File: src/rtl/bcd_to_binary_transcoder_if.sv
// Operand/result bundle for the BCD-to-binary transcoder.
// The master side supplies operands; the slave side (the transcoder) returns results.
interface bcd_to_binary_transcoder_if #(
    parameter int unsigned DIGITS = 3
);
    localparam int unsigned IN_WIDTH  = DIGITS * 4;
    localparam int unsigned OUT_WIDTH = $clog2(10 ** DIGITS);

    logic [IN_WIDTH-1:0]  in;
    logic                 in_valid;
    logic                 in_ready;
    logic [OUT_WIDTH-1:0] out;
    logic                 out_valid;
    logic                 out_error;

    modport master (
        output in, in_valid,
        input  in_ready, out, out_valid, out_error
    );

    modport slave (
        input  in, in_valid,
        output in_ready, out, out_valid, out_error
    );
endinterface

File: src/rtl/bcd_to_binary_transcoder.sv
// Packed-BCD to binary converter using reverse double-dabble (shift right, subtract 3),
// producing one result bit per clock with a one-cycle result strobe.
module bcd_to_binary_transcoder #(
    parameter int unsigned DIGITS = 3
) (
    input  logic                             clk,
    input  logic                             reset,
    bcd_to_binary_transcoder_if.slave        bus
);
    localparam int unsigned IN_WIDTH  = DIGITS * 4;
    localparam int unsigned OUT_WIDTH = $clog2(10 ** DIGITS);
    localparam int unsigned CNT_W     = $clog2(OUT_WIDTH + 1);
    localparam logic [CNT_W-1:0] CntLoad = CNT_W'(OUT_WIDTH);
    localparam logic [CNT_W-1:0] CntOne  = CNT_W'(1);

    typedef enum logic {StIdle, StShift} state_t;

    state_t                r_state, w_state_nxt;
    logic [IN_WIDTH-1:0]   r_bcd, w_bcd_nxt;
    logic [OUT_WIDTH-1:0]  r_bin, w_bin_nxt;
    logic                  r_err, w_err_nxt;
    logic [CNT_W-1:0]      r_cnt, w_cnt_nxt;
    logic [OUT_WIDTH-1:0]  r_out, w_out_nxt;
    logic                  r_out_valid, w_out_valid_nxt;
    logic                  r_out_error, w_out_error_nxt;

    logic [IN_WIDTH+OUT_WIDTH-1:0] w_shift;
    logic [IN_WIDTH-1:0]           w_bcd_sh;
    logic [IN_WIDTH-1:0]           w_bcd_corr;
    logic [OUT_WIDTH-1:0]          w_bin_sh;
    logic                          w_in_bad;

    assign w_shift  = {r_bcd, r_bin} >> 1;
    assign w_bcd_sh = w_shift[IN_WIDTH+OUT_WIDTH-1:OUT_WIDTH];
    assign w_bin_sh = w_shift[OUT_WIDTH-1:0];

    // Undo the x2 of decimal digits: any digit >= 8 after the halving absorbed a 10 from above.
    always_comb begin
        w_bcd_corr = w_bcd_sh;
        for (int i = 0; i < int'(DIGITS); i++) begin
            if (w_bcd_sh[4*i +: 4] >= 4'd8) begin
                w_bcd_corr[4*i +: 4] = w_bcd_sh[4*i +: 4] - 4'd3;
            end
        end
    end

    always_comb begin
        w_in_bad = 1'b0;
        for (int i = 0; i < int'(DIGITS); i++) begin
            if (bus.in[4*i +: 4] > 4'd9) begin
                w_in_bad = 1'b1;
            end
        end
    end

    always_comb begin
        w_state_nxt     = r_state;
        w_bcd_nxt       = r_bcd;
        w_bin_nxt       = r_bin;
        w_err_nxt       = r_err;
        w_cnt_nxt       = r_cnt;
        w_out_nxt       = r_out;
        w_out_valid_nxt = 1'b0;
        w_out_error_nxt = r_out_error;
        unique case (r_state)
            StIdle: begin
                if (bus.in_valid) begin
                    w_bcd_nxt   = bus.in;
                    w_bin_nxt   = '0;
                    w_err_nxt   = w_in_bad;
                    w_cnt_nxt   = CntLoad;
                    w_state_nxt = StShift;
                end
            end
            StShift: begin
                w_bcd_nxt = w_bcd_corr;
                w_bin_nxt = w_bin_sh;
                w_cnt_nxt = r_cnt - CntOne;
                if (r_cnt == CntOne) begin
                    w_out_nxt       = r_err ? '0 : w_bin_sh;
                    w_out_error_nxt = r_err;
                    w_out_valid_nxt = 1'b1;
                    w_state_nxt     = StIdle;
                end
            end
        endcase
    end

    always_ff @(posedge clk) begin
        if (reset) begin
            r_state     <= StIdle;
            r_bcd       <= '0;
            r_bin       <= '0;
            r_err       <= 1'b0;
            r_cnt       <= '0;
            r_out       <= '0;
            r_out_valid <= 1'b0;
            r_out_error <= 1'b0;
        end else begin
            r_state     <= w_state_nxt;
            r_bcd       <= w_bcd_nxt;
            r_bin       <= w_bin_nxt;
            r_err       <= w_err_nxt;
            r_cnt       <= w_cnt_nxt;
            r_out       <= w_out_nxt;
            r_out_valid <= w_out_valid_nxt;
            r_out_error <= w_out_error_nxt;
        end
    end

    assign bus.in_ready  = (r_state == StIdle);
    assign bus.out       = r_out;
    assign bus.out_valid = r_out_valid;
    assign bus.out_error = r_out_error;
endmodule

File: src/flat_wrapper.sv
// flat-port wrapper written by rule: the top's interface ports become plain ports
module bcd_to_binary_transcoder_flat 
#(
    parameter int unsigned DIGITS = 3
)
  (clk, reset, bus_in, bus_in_valid, bus_in_ready, bus_out, bus_out_valid, bus_out_error);
  bcd_to_binary_transcoder_if #(.DIGITS(DIGITS)) bus_i ();
  input  logic clk;
  input  logic reset;
  input wire logic [$bits(bus_i.in)-1:0] bus_in;
  input wire logic [$bits(bus_i.in_valid)-1:0] bus_in_valid;
  output wire logic [$bits(bus_i.in_ready)-1:0] bus_in_ready;
  output wire logic [$bits(bus_i.out)-1:0] bus_out;
  output wire logic [$bits(bus_i.out_valid)-1:0] bus_out_valid;
  output wire logic [$bits(bus_i.out_error)-1:0] bus_out_error;
  assign bus_i.in = bus_in;
  assign bus_i.in_valid = bus_in_valid;
  assign bus_in_ready = bus_i.in_ready;
  assign bus_out = bus_i.out;
  assign bus_out_valid = bus_i.out_valid;
  assign bus_out_error = bus_i.out_error;
  bcd_to_binary_transcoder #(.DIGITS(DIGITS)) u_core (.clk(clk), .reset(reset), .bus(bus_i));
endmodule
File: config.mk
export PLATFORM = sky130hd
export DESIGN_NAME = bcd_to_binary_transcoder_flat
export DESIGN_NICKNAME = d
export VERILOG_FILES = /design/src/rtl/bcd_to_binary_transcoder_if.sv /design/src/rtl/bcd_to_binary_transcoder.sv /design/src/flat_wrapper.sv
export SDC_FILE = /design/constraint.sdc
export NUM_CORES = 1
export LEC_CHECK = 0
export CAP_MARGIN = 10
export CORE_UTILIZATION = 45
export DETAILED_ROUTE_END_ITERATION = 6
export HOLD_SLACK_MARGIN = 0.05
export PLACE_DENSITY = 0.72
export SLEW_MARGIN = 10
export SYNTH_ARGS = -nofsm -noshare
export SYNTH_HDL_FRONTEND = slang
export SYNTH_SLANG_ARGS = --single-unit
File: constraint.sdc
create_clock -name clk -period 1.2 [get_ports clk]
set_input_delay 0.12 -clock clk [delete_from_list [all_inputs] [get_ports clk]]
set_output_delay 0.12 -clock clk [all_outputs]
set_load 0.02 [all_outputs]
==> results of run 1 <==
## power breakdown
| part | switching [mW] | leakage [nW] | total (mW) | internal (mW) |
|---|---|---|---|---|
| clock | 0.479 | 0.0402 | 0.883 | 0.404 |
| sequential | 0.0627 | 0.320 | 1.41 | 1.35 |
| combinational | 0.181 | 0.579 | 0.392 | 0.211 |
| total | 0.723 | 0.939 | 2.69 | 1.96 |
## worst max-delay path, cell delays in order (launching register included)
cell      delay (ns)
dfxtp_2         0.33
inv_2           0.06
ha_4            0.12
and4bb_2        0.26
buf_6           0.13
nand3b_1        0.09
a21oi_1         0.12
## final cells by class
type | instances | area (sq um)
clock inverter | 3 | 20.0
clock buffer | 5 | 68.8
fill | 341 | 1430
tap | 48 | 60.1
sequential | 39 | 790
inverter | 7 | 26.3
multi-input combinational | 138 | 913
timing repair buffer | 45 | 410
## cell usage in the layout (no fill, tap or decap), types with 3 or more instances in the layout
| master | count |
|---|---|
| ha_1 | 5 |
| o211a_1 | 4 |
| buf_4 | 15 |
| nor2b_1 | 3 |
| nand3b_1 | 11 |
| inv_1 | 5 |
| o21ai_0 | 4 |
| nand2_1 | 22 |
| mux2i_1 | 8 |
| dlygate4sd2_1 | 12 |
| clkbuf_8 | 5 |
| a21oi_1 | 27 |
| dfxtp_2 | 4 |
| nor3_1 | 4 |
| nor3b_1 | 9 |
| nor2_1 | 14 |
| clkdlybuf4s50_1 | 14 |
| a211oi_1 | 9 |
| dfxtp_1 | 34 |
## through the flow
stage               utilization, %  hold slack (ns)  setup TNS (ns)
floorplan                        -            0.315               0
finish                        61.6            0.452               0
CTS                           60.8            0.451        -0.00498
global route                  61.6            0.475          -0.243
global placement              58.4            0.438           -1.35
detailed placement            58.4            0.444           -1.90
## state kept, by name, indices dropped and copies added, names as in the netlist
register / flops
u_core.r_bcd: 12
u_core.bus.out: 10
u_core.r_bin: 9
u_core.r_cnt: 4
u_core.bus.out_error: 1
u_core.bus.out_valid: 1
u_core.r_err: 1
u_core.r_state: 1
## layer usage
layer | track usage, % | wire, um | vias to the layer above
li1 | - | - | 764
met3 | 5.28 | 109 | 6
met4 | 8.89 | 64 | 0
met1 | 24.8 | 1740 | 689
met2 | 30.3 | 1600 | 23
met5 | 0 | 0 | -
## worst max path at each step
| stage | from | endpoint | depth (start not counted) |
|---|---|---|---|
| after CTS | u_core.r_cnt[0] | u_core.bus.out[1] | 5 |
| after global placement | bus_in_valid | u_core.r_bcd[8] | 5 |
| final | u_core.r_cnt[1] | u_core.bus.out[9] | 6 |
| after detailed placement | bus_in_valid | u_core.r_bcd[8] | 5 |
| after global routing | u_core.r_cnt[1] | u_core.bus.out[9] | 6 |
| after floorplan | u_core.r_cnt[0] | u_core.bus.out[2] | 5 |
## cell families (layout without fill, tap and decap cells)
kind of cell | after synthesis | after routing | synth area share, %
adders and majority gates | 6 | 6 | 4.24
DFF | 39 | 39 | 44.1
AOI/OAI and AO/OA | 50 | 50 | 17.4
xor gates and xnor gates | 4 | 4 | 1.98
buffers and inverters | 22 | 60 | 5.51
muxes | 11 | 11 | 6.43
and+or+nand+nor | 67 | 67 | 20.4
## repair_timing
action / 4_1_cts / 5_1_grt
pin swaps: 2 / 8
setup endpoints to repair: 19 / 17
endpoints found under the hold margin: 0 / 0
setup buffers: 0 / 1
resized for setup: 18 / 9
==> results by group, run 1 <==
Run status
  • Status: completed

Clock tree
  • H-tree levels: 2
  • CTS Buf Count: 5
  • Clk pin slew, worst setup/hold paths: about 0.080 ns
  • Max Root-Sink Buffers: 2
  • Root Buffer: clkbuf_8
  • Hold_buf cts: 0
  • Sink Count: 39
  • Clk_lat worst skew: 0.30 ns
  • CTS tree: built

Yosys
  • Asr flop ratio synth: 0%
  • Number of synthesis warnings: 0
  • Top post-synthesis cells by count: 39 x dfxtp_1, 28 x a21oi_1, 22 x nand2_1
  • EDFF count, synth: 0
  • Most common cell in the netlist: dfxtp_1
  • Top FF cell, synth: dfxtp_1
  • Syn Area/Cell: 8.90 sq um
  • Synth Instances: 199
  • Cell Area, Synth: 1770 sq um
  • Net Count, Synth: 220
  • Seq/Total Area, Yosys: 44.1%
  • Top cell type by total area after synthesis: dfxtp_1
  • Count of cell types in the netlist: 29
  • Ranking of synthesized cells by area: dfxtp_1 44%, a21oi_1 7.9%, nand2_1 4.7%
  • Post-synth top area share: between 40 and 50%
  • #FFs+latches synth: 39

Timing
  • Hold Vio Cnt, Final: 0
  • Crit share post-route: 97.9%
  • Slew margin rel.: about four fifths
  • RSZ-0062 raised after global routing: true
  • Achievable frequency: 0.851 GHz
  • Final Skew: 0.00650 ns
  • Final Slew Violations: 0
  • Worst-margin pin slew: between 0.3 and 0.4 ns
  • Final setup viols: 0
  • Final setup margin: 0.0250 ns
  • Min Tclk post-route: 1.17 ns

Floorplanning
  • CORE AREA: 3720 sq um
  • DIE AREA: 4190 sq um
  • Ports: 28
  • DIE WIDTH: 64.7 um
  • # rows: 22
  • Chip height: 64.7 um
  • Initial Util: a little under half

Worst setup path
  • Crit Reg-Reg Endpoint: u_core.bus.out[9]
  • Worst endpoint required time: ~1.4 ns
  • WS Path Type: reg2reg
  • CP Data Arrival Time: between 1 and 1.5 ns
  • Worst r2r src: u_core.r_cnt[1]
  • Worst setup SP type: register
  • Reg2reg setup slack: 0.03 ns
  • Cells on worst reg2reg path: 6
  • CP endpoint kind: register
  • Worst-path fanout max: 6

Global routing
  • Initial antenna violation count: 0
  • Tot GR Track Use: 19.5%
  • First-pass GRT wire length: ~6200 um
  • Vias in the first global route: 1377
  • Total congestion overflow: 0
  • Largest net degree at the start of global routing: 40

Finish
  • Layout cells sized above 1: 16.0%
  • Area Overhead vs Synth: 29.3%
  • Design Area, Final: 2290 sq um
  • # diodes: 0
  • Nets@finish: 257
  • Non-Filler Instances: 285

Place
  • DP HPWL: 2350 um
  • Placed Cells: 276
  • Post-DP Area: 2170 sq um
  • Gpl congestion: around 0.78
  • DP Worst Slack: -0.138 ns
  • PortBufs: 27

Hold path
  • Hold WC Path Type: reg2reg
  • Hold Path Stages: 2
  • Hold Crit Endpoint: u_core.bus.out[2]
  • Hold wc startpoint: u_core.bus.out[2]

Power and ir drop
  • Leak: ~0.94 nW
  • Max VDD drop: 710 uV
  • Pwr Total: around 2.7 mW
  • P per Cell Area: 1170 nW/um^2

Drt
  • Drt first pass iters: 4
  • Vias: roughly 1500
  • Avg WL per Cell: 12.3 um
  • WL final: 3520 um
  • DRT iter0 DRCs: 56
  • Vias per inst: ~5.2
  • DRC: 0
  • Final ANT Viol Nets: 0

Run
  • # Max-Cap Violations: 0
Note: power is estimated with default switching activity, not from simulation.
==> run 2: changes to the inputs <==
--- a/config.mk
+++ b/config.mk
@@ -5,7 +5,7 @@
 export SDC_FILE = /design/constraint.sdc
 export NUM_CORES = 1
 export LEC_CHECK = 0
-export CAP_MARGIN = 10
+export CAP_MARGIN = 15
 export CORE_UTILIZATION = 45
 export DETAILED_ROUTE_END_ITERATION = 6
 export HOLD_SLACK_MARGIN = 0.05
==> results of run 2 <==
The final DEF is identical to that of run 1; final timing and power are the same.
==> run 3: changes to the inputs <==
--- a/config.mk
+++ b/config.mk
@@ -10,7 +10,6 @@
 export DETAILED_ROUTE_END_ITERATION = 6
 export HOLD_SLACK_MARGIN = 0.05
 export PLACE_DENSITY = 0.72
-export SLEW_MARGIN = 10
 export SYNTH_ARGS = -nofsm -noshare
 export SYNTH_HDL_FRONTEND = slang
 export SYNTH_SLANG_ARGS = --single-unit
==> results of run 3 <==
The final DEF is identical to that of run 1; final timing and power are the same.
